--- src/rtl/clint_pkg.sv ---
// CLINT address map, tick-master state encoding and bus strobe constants
// shared by the CLINT tick master and its bus transfer engine.
package clint_pkg;

  localparam logic [15:0] CLINT_MSIP_BASE     = 16'h0000;
  localparam logic [15:0] CLINT_MTIMECMP_BASE = 16'h4000;
  localparam logic [15:0] CLINT_MTIME_BASE    = 16'hbff8;
  localparam int unsigned CLINT_HART_STRIDE   = 8;

  localparam logic [3:0] WSTRB_WR = 4'hF;
  localparam logic [3:0] WSTRB_RD = 4'h0;

  typedef enum logic [3:0] {
    S_IDLE,
    S_RD_HI1,
    S_RD_LO,
    S_RD_HI2,
    S_WR_HMAX,
    S_WR_LO,
    S_WR_HI,
    S_DONE,
    S_HOLD
  } clint_state_t;

  function automatic logic [7:0] sat_inc8(input logic [7:0] v);
    return (v == 8'hFF) ? v : v + 8'd1;
  endfunction

endpackage

--- src/rtl/clint_bus_xfer.sv ---
// Single-transfer bus engine: launches one request on start, holds it until
// m_ready, then pulses done with the captured read data.
module clint_bus_xfer
  import clint_pkg::*;
#(
  parameter int ADDR_W = 32,
  parameter int DATA_W = 32
) (
  input  logic                  clk,
  input  logic                  reset,
  input  logic                  start,
  input  logic [ADDR_W-1:0]     addr,
  input  logic [DATA_W-1:0]     wdata,
  input  logic                  we,
  output logic                  done,
  output logic [DATA_W-1:0]     rdata,
  output logic                  m_valid,
  output logic [ADDR_W-1:0]     m_address,
  output logic [DATA_W-1:0]     m_wdata,
  output logic [DATA_W/8-1:0]   m_wstrb,
  input  logic [DATA_W-1:0]     m_rdata,
  input  logic                  m_ready
);

  // m_valid drops on completion, so a start can only launch after a gap cycle.
  always_ff @(posedge clk) begin
    if (reset) begin
      m_valid   <= 1'b0;
      m_address <= '0;
      m_wdata   <= '0;
      m_wstrb   <= '0;
      done      <= 1'b0;
    end else begin
      done <= 1'b0;
      if (m_valid) begin
        if (m_ready) begin
          m_valid <= 1'b0;
          done    <= 1'b1;
        end
      end else if (start) begin
        m_valid   <= 1'b1;
        m_address <= addr;
        m_wdata   <= wdata;
        m_wstrb   <= we ? (DATA_W/8)'(WSTRB_WR) : (DATA_W/8)'(WSTRB_RD);
      end
    end
  end

  always_ff @(posedge clk) begin
    if (m_valid && m_ready) rdata <= m_rdata;
  end

endmodule

--- src/rtl/clint_tick_master.sv ---
// Periodic CLINT tick generator: samples mtime (hi-lo-hi), adds a period and
// rewrites this hart's mtimecmp without ever exposing a transient early match.
module clint_tick_master
  import clint_pkg::*;
#(
  parameter int          ADDR_W        = 32,
  parameter int          DATA_W        = 32,
  parameter int          HART          = 0,
  parameter logic [15:0] MTIME_BASE    = CLINT_MTIME_BASE,
  parameter logic [15:0] MTIMECMP_BASE = CLINT_MTIMECMP_BASE,
  parameter int          HOLDOFF       = 2
) (
  input  logic                clk,
  input  logic                reset,
  input  logic                enable,
  input  logic [63:0]         period,
  input  logic                mtip,
  output logic                m_valid,
  output logic [ADDR_W-1:0]   m_address,
  output logic [DATA_W-1:0]   m_wdata,
  output logic [DATA_W/8-1:0] m_wstrb,
  input  logic [DATA_W-1:0]   m_rdata,
  input  logic                m_ready,
  output logic                tick,
  output logic                busy,
  output logic [7:0]          retries
);

  localparam logic [ADDR_W-1:0] MTIME_LO_A = ADDR_W'(MTIME_BASE);
  localparam logic [ADDR_W-1:0] MTIME_HI_A = MTIME_LO_A + ADDR_W'(4);
  localparam logic [ADDR_W-1:0] CMP_LO_A   = ADDR_W'(MTIMECMP_BASE) + ADDR_W'(CLINT_HART_STRIDE * HART);
  localparam logic [ADDR_W-1:0] CMP_HI_A   = CMP_LO_A + ADDR_W'(4);
  localparam logic [7:0]        HOLD_LAST  = 8'(HOLDOFF - 1);

  typedef struct packed {
    logic [ADDR_W-1:0] addr;
    logic [DATA_W-1:0] wdata;
    logic              we;
  } req_t;

  clint_state_t      state;
  logic              armed;
  logic [63:0]       period_q;
  logic [63:0]       target;
  logic [31:0]       hi1;
  logic [31:0]       lo;
  logic [7:0]        hold_cnt;
  logic              start;
  req_t              req_q;
  logic              x_done;
  logic [DATA_W-1:0] x_rdata;

  // Bus request launched on entry to each transfer state.
  function automatic req_t bus_req(input clint_state_t s, input logic [63:0] tgt);
    req_t r;
    r.addr  = MTIME_LO_A;
    r.wdata = '0;
    r.we    = 1'b0;
    case (s)
      S_RD_HI1, S_RD_HI2: r.addr = MTIME_HI_A;
      S_WR_HMAX: begin
        r.addr  = CMP_HI_A;
        r.wdata = '1;
        r.we    = 1'b1;
      end
      S_WR_LO: begin
        r.addr  = CMP_LO_A;
        r.wdata = tgt[31:0];
        r.we    = 1'b1;
      end
      S_WR_HI: begin
        r.addr  = CMP_HI_A;
        r.wdata = tgt[63:32];
        r.we    = 1'b1;
      end
      default: ;
    endcase
    return r;
  endfunction

  assign busy = (state != S_IDLE);

  always_ff @(posedge clk) begin
    if (reset) begin
      state    <= S_IDLE;
      armed    <= 1'b0;
      tick     <= 1'b0;
      retries  <= 8'd0;
      start    <= 1'b0;
      hold_cnt <= 8'd0;
    end else begin
      start <= 1'b0;
      tick  <= 1'b0;
      case (state)
        S_IDLE: begin
          if (!enable) begin
            armed <= 1'b0;
          end else if (!armed || mtip) begin
            armed    <= 1'b1;
            period_q <= period;
            state    <= S_RD_HI1;
            start    <= 1'b1;
            req_q    <= bus_req(S_RD_HI1, target);
          end
        end
        S_RD_HI1: if (x_done) begin
          hi1   <= x_rdata;
          state <= S_RD_LO;
          start <= 1'b1;
          req_q <= bus_req(S_RD_LO, target);
        end
        S_RD_LO: if (x_done) begin
          lo    <= x_rdata;
          state <= S_RD_HI2;
          start <= 1'b1;
          req_q <= bus_req(S_RD_HI2, target);
        end
        S_RD_HI2: if (x_done) begin
          // A changed high word means the low word carried between reads.
          if (x_rdata != hi1) begin
            hi1     <= x_rdata;
            retries <= sat_inc8(retries);
            state   <= S_RD_LO;
            start   <= 1'b1;
            req_q   <= bus_req(S_RD_LO, target);
          end else begin
            target <= {hi1, lo} + period_q;
            state  <= S_WR_HMAX;
            start  <= 1'b1;
            req_q  <= bus_req(S_WR_HMAX, target);
          end
        end
        S_WR_HMAX: if (x_done) begin
          state <= S_WR_LO;
          start <= 1'b1;
          req_q <= bus_req(S_WR_LO, target);
        end
        S_WR_LO: if (x_done) begin
          state <= S_WR_HI;
          start <= 1'b1;
          req_q <= bus_req(S_WR_HI, target);
        end
        S_WR_HI: if (x_done) begin
          state <= S_DONE;
          tick  <= 1'b1;
        end
        S_DONE: begin
          hold_cnt <= 8'd0;
          state    <= (HOLDOFF == 0) ? S_IDLE : S_HOLD;
        end
        S_HOLD: begin
          // The responder's mtip lags the final write; ignore it meanwhile.
          if (hold_cnt == HOLD_LAST) state <= S_IDLE;
          else hold_cnt <= hold_cnt + 8'd1;
        end
        default: state <= S_IDLE;
      endcase
    end
  end

  clint_bus_xfer #(
    .ADDR_W (ADDR_W),
    .DATA_W (DATA_W)
  ) u_xfer (
    .clk       (clk),
    .reset     (reset),
    .start     (start),
    .addr      (req_q.addr),
    .wdata     (req_q.wdata),
    .we        (req_q.we),
    .done      (x_done),
    .rdata     (x_rdata),
    .m_valid   (m_valid),
    .m_address (m_address),
    .m_wdata   (m_wdata),
    .m_wstrb   (m_wstrb),
    .m_rdata   (m_rdata),
    .m_ready   (m_ready)
  );

endmodule
--- config.mk ---
export PLATFORM = sky130hd
export DESIGN_NAME = clint_tick_master
export DESIGN_NICKNAME = d
export VERILOG_FILES = /design/src/rtl/clint_pkg.sv /design/src/rtl/clint_bus_xfer.sv /design/src/rtl/clint_tick_master.sv
export SDC_FILE = /design/constraint.sdc
export NUM_CORES = 1
export LEC_CHECK = 0
export ABC_CLOCK_PERIOD_IN_PS = 18900
export BUFFER_PORTS_ARGS = -buffer_cell sky130_fd_sc_hd__buf_2
export CAP_MARGIN = 20
export CORE_MARGIN = 10
export CORE_UTILIZATION = 40
export DETAILED_ROUTE_END_ITERATION = 8
export GPL_TIMING_DRIVEN = 0
export HOLD_SLACK_MARGIN = 0.05
export MAX_ROUTING_LAYER = met4
export PLACE_DENSITY = 0.7
export SETUP_SLACK_MARGIN = 0.02
export SYNTH_ARGS = -nofsm -noshare
export SYNTH_HDL_FRONTEND = slang
export SYNTH_SLANG_ARGS = --single-unit
--- constraint.sdc ---
create_clock -name clk -period 18.9 [get_ports clk]
set_clock_uncertainty 0.15 [all_clocks]
set_input_delay 0.945 -clock clk [delete_from_list [all_inputs] [get_ports clk]]
set_output_delay 0.945 -clock clk [all_outputs]
set_load 0.02 [all_outputs]
# Word-level counts from Yosys, hierarchy flattened
# Cells that the tools add are included.
[totals]
reg_bits = 382
input_bits = 101
out_inout_bits = 79
elab_cells = 108
[classes]
add_sub_neg = 3
n_eq_ne = 23
muxes = 37
n_bitwise = 5
n_reduce_logical = 21
[ops]
columns = ["cell", "count"]
rows = [
  ["65-bit 2-to-1 mux", 7],
  ["65-bit one-hot mux with 6 select lines", 1],
  ["32-bit 2-to-1 mux", 3],
  ["64-bit adder", 1],
  ["32-bit one-hot mux with 2 select lines", 1],
  ["49-bit 2-to-1 mux", 1],
  ["4-bit 2-to-1 mux", 10],
  ["4-bit one-hot mux with 9 select lines", 1],
  ["32-bit != test", 1],
  ["9-bit AND reduction", 2],
  ["8-bit by 1-bit adder with 8-bit output (second input constant)", 2],
  ["4-bit by 3-bit == test with 1-bit output (second input constant)", 4],
  ["8-bit one-hot mux with 2 select lines", 1],
  ["2-bit by 1-bit != test with 1-bit output (second input constant)", 7],
  ["4-bit AND reduction", 3],
  ["2-bit != test (second input constant)", 5],
  ["1-bit 2-to-1 mux", 9],
  ["4-bit by 2-bit == test with 1-bit output (second input constant)", 2],
  ["8-bit by 1-bit == test with 1-bit output (second input constant)", 1],
  ["8-bit == test (second input constant)", 1],
  ["8-bit 2-to-1 mux", 1],
  ["2-bit AND reduction", 3],
  ["6-bit nonzero test", 1],
  ["1-bit NOT", 5],
  ["other kinds (14)", 16],
]

# Depth between registers and ports, before layout
[depth]
depth_word = 5
mapped_depth = 11
depth_no_buf = 11

# Modules after synthesis
# Synthesis repeated with hierarchy kept, for this count alone.
[unflattened]
cells_unflattened = 1365
area_unflattened_um2 = 16524.6
[by_module_without_submodules]
columns = ["module", "instances", "cells_each", "area_each_um2", "seq_area_each_um2"]
rows = [
  ["clint_tick_master", 1, 1028, 12503.2, 7277.0],
  ["clint_bus_xfer", 1, 337, 4021.4, 2302.2],
]

# Worst setup path after synthesis
# OpenSTA, ideal clock, no wires.
[synth_path]
path_type = "input-to-reg"
startpoint = "in reset"
endpoint = "reg period_q[0], enable pin"
setup_ps = 666
t_arrival_ps = 7825
t_required_ps = 18084
setup_slack_ps = 10258
stages = 2
n_path_buf = 1
cell_sequence = "clkbuf_1 -> nor4b_1"
[synth_between]
elab_chain_len = 2
[synth_rtl]
columns = ["item", "line_no", "rtl"]
rows = [
  ["start, declared", "clint_tick_master.sv:14", "input logic reset,"],
  ["1-bit NOT (no source line)", "--", ""],
  ["4-bit AND reduction (no source line)", "--", ""],
  ["end signal, assigned", "clint_tick_master.sv:100", "period_q <= period;"],
  ["end, declared", "clint_tick_master.sv:43", "logic [63:0] period_q;"],
]
# Every way passes these cells.
# A chain may end at the register's enable or synchronous reset.

# Final worst setup path
[layout_path]
startpoint = "reg hi1[4]"
endpoint = "reg target[63] (data pin)"
[layout_between]
elab_chain_len = 1
[layout_rtl]
columns = ["item", "line_no", "rtl"]
rows = [
  ["start, declared", "clint_tick_master.sv:45", "logic [31:0] hi1;"],
  ["start signal, assigned", "clint_tick_master.sv:107", "hi1 <= x_rdata;"],
  ["start signal, assigned", "clint_tick_master.sv:121", "hi1 <= x_rdata;"],
  ["64-bit adder", "clint_tick_master.sv:127", "target <= {hi1, lo} + period_q;"],
  ["end signal, assigned", "clint_tick_master.sv:127", ""],
  ["end, declared", "clint_tick_master.sv:44", "logic [63:0] target;"],
]
# Every way passes these cells.

==> impl_metrics.py <==
metrics = {
    "status": {
        "status": "completed",
    },
    "grt": {
        "grt_pass1_vias": 10469,
        "gr-total-overflow": 0,
        "grt_pass1_wl_microns": 58550,
        "grt_usage_pct": 17.04,
        "grt_max_degree": 39,
        "antenna_found_initial": 0,
    },
    "yosys": {
        "syn_area_per_cell_sq_um": 11.92,
        "synth.area.top_cells": "edfxtp_1 52%, dfxtp_1 8.0%, ha_1 5.5%",
        "synth_area_sq_um": 14980,
        "ys_top_cells_by_count": "259 x edfxtp_1, 141 x nand2_1, 127 x a21oi_1",
        "synth_most_common_cell": "edfxtp_1",
        "synth_edf_count": 259,
        "yosys_warnings": 0,
        "ys_ff_latch": 319,
        "synth_largest_area_cell": "edfxtp_1",
        "yosysTopAreaCellShare_pct": 51.92,
        "post_synth_num_cell_types": 65,
        "yosysSeqAreaShare_pct": 59.93,
        "synthFlopType": "edfxtp_1",
        "synthesis.instances": 1257,
        "async_flop_share_pct": 0,
    },
    "die": {
        "dieArea_sq_um": 45590,
        "die_x_microns": 213.5,
        "pin_count": 180,
        "fp.dieH_microns": 213.5,
        "initial_core_util_pct": 40.72,
        "rows": 70,
        "core_area_sq_um": 36790,
    },
    "timing": {
        "finalCritPeriodShare_pct": 21.00,
        "fmax_mhz": 252.0,
        "finalHoldViolations": 0,
        "tightest_slew_ns": 0.8752,
        "setup_violations": 0,
        "fin_crit_ns": 3.969,
        "fin_tns_setup_ns": 0,
        "relSlewSlack_pct": 41.50,
        "finalMaxSlewViolations": 0,
        "rsz0062_at_grt": "no",
    },
    "cts": {
        "clockBufferDepth": 3,
        "path_clk_slew_ns": 0.06,
        "cts_resized": 0,
        "post_cts_buffers": 0,
        "htree_levels": 2,
        "clk_latency_ns": 0.53,
        "cts_sinks": 319,
        "cts_tree": "done",
        "numCtsBuffers": 34,
        "clk_root_buffer_cell": "clkbuf_16",
        "holdBufCountCts": 0,
    },
    "min_path": {
        "hp-class": "register to register",
    },
    "critical_path": {
        "critPathLaunchType": "register",
        "worstPathRequired_ns": 19.03,
        "end_kind": "register",
        "crit_arrival_ns": 4.10,
        "reg2reg_slack_ns": 14.93,
        "path_class": "register to register",
        "path_max_fanout": 8,
    },
    "route": {
        "post_drt_wl_per_cell_microns": 19.29,
        "drcViolationCount": 0,
        "vias": 10366,
        "drtIter0Drc": 656,
        "drtAntennaViolNets": 0,
        "drt_wl_total_microns": 38250,
        "viasPerCell": 5.227,
        "firstDrtPassIters": 5,
    },
    "layout": {
        "drive_above_1_share_pct": 19.08,
        "design_area_sq_um": 17720,
        "n_fill_cell": 3304,
        "num_antenna_cells": 0,
        "fin_nets": 1659,
        "area_growth_pct": 18.32,
    },
    "power": {
        "p_leak_nw": 6.719,
        "total_power_mw": 1.923,
        "ir_drop_mv": 0.08548,
        "power_density_nw_per_um2": 108.5,
    },
    "placement": {
        "port_buffers": 161,
        "gp_congestion": 0.9339,
        "placed_area_sq_um": 16650,
        "dp_hpwl_microns": 30610,
    },
    "run": {
        "cap_violations": 0,
    },
}
## metrics by stage
| stage | setup slack [ns] | instances | hold slack, ns | util [%] |
|---|---|---|---|---|
| after CTS | 14.98 | 1983 | 0.3025 | 48.18 |
| after global placement | 6.742 | 1903 | 0.2913 | 44.68 |
| after global routing | 14.62 | 1983 | 0.3188 | 48.18 |
| after detailed placement | 15.04 | 1923 | 0.2944 | 45.25 |
| final | 14.93 | 1983 | 0.3007 | 48.18 |
| after floorplan | 10.26 | 1274 | 0.3053 | - |
## per-layer routing
metal	vias to the layer above	routed length (microns)	GRT usage, %
li1	5133	-	-
met5	-	0	-
met4	0	726	4.449
met1	4862	17230	21.69
met3	46	2121	2.745
met2	325	18170	27.88
## final cells by class
class / instances / area [sq um] / area share, %
Buffer: 84 / 445.4 / 2.513
Clock buffer: 44 / 918.4 / 5.181
Multi-Input combinational cell: 854 / 5589 / 31.53
Tap cell: 468 / 585.6 / 3.304
Clock inverter: 16 / 160.2 / 0.9036
Sequential cell: 319 / 8979 / 50.66
Inverter: 17 / 63.81 / 0.3600
Timing Repair Buffer: 181 / 983.4 / 5.548
## placed cells by master (no fill, tap or decap), types with 12 or more instances in the layout
cell type	Yosys	routed
clkbuf_1	44	51
buf_2	5	168
conb_1	1	18
xnor2_1	42	42
buf_4	33	47
edfxtp_1	259	259
nand2_1	141	141
nand4_1	23	23
nor4_1	16	15
inv_1	17	17
nor3_1	19	18
a21oi_1	127	127
xor2_1	59	59
nor2_1	73	72
ha_1	66	66
a21o_1	22	22
nand3_1	20	20
and3_1	13	13
o21bai_1	18	18
a221o_1	32	32
dfxtp_1	60	60
o21ai_0	40	40
nand2b_1	12	12
clkbuf_16	0	34
## report_power, final
part | switching (mW) | total (mW) | internal [mW]
registers | 0.0346 | 0.882 | 0.847
logic | 0.259 | 0.402 | 0.143
clock network | 0.265 | 0.639 | 0.374
## flip-flops by register name, summed over array words and instances, names as in the netlist, 2 cells and up
name	count
state	4
req_q	35
u_xfer.m_address	2
retries	8
hold_cnt	8
period_q	64
u_xfer.m_wdata	32
hi1	32
target	64
lo	32
u_xfer.rdata	32
## worst max-delay path, stage by stage, from the launching register on
cell and delay, ns:
edfxtp_1 0.40, ha_1 0.28, clkbuf_1 0.33, a21oi_1 0.12, o21ai_0 0.55, a21oi_1 0.10
o21ai_0 0.30, o21ai_0 0.14, o21a_1 0.17, o221ai_1 0.50, a211oi_1 0.24, xnor2_1 0.43
## final timing paths
check	startpoint	to	depth (start not counted)
worst max-delay path	hi1[4]	target[63]	11
worst min-delay path	u_xfer.m_wdata[23]	u_xfer.m_wdata[23]	2
worst max register to register	hi1[4]	target[63]	11
worst min register to register	u_xfer.m_wdata[23]	u_xfer.m_wdata[23]	2
## logic make-up (layout without fill, tap and decap cells)
kind of cell / Yosys count / in the layout / share of synthesized area [%]
compound gates: 308 / 308 / 13.56
xor+xnor: 101 / 101 / 5.905
fa+ha+maj: 67 / 67 / 5.646
buf+inv: 101 / 342 / 3.399
flops: 319 / 319 / 59.93
mux: 4 / 4 / 0.2673
other cells: 1 / 18 / 0.02503
simple gates: 356 / 356 / 11.27
Power figures use the tool's default switching activity.
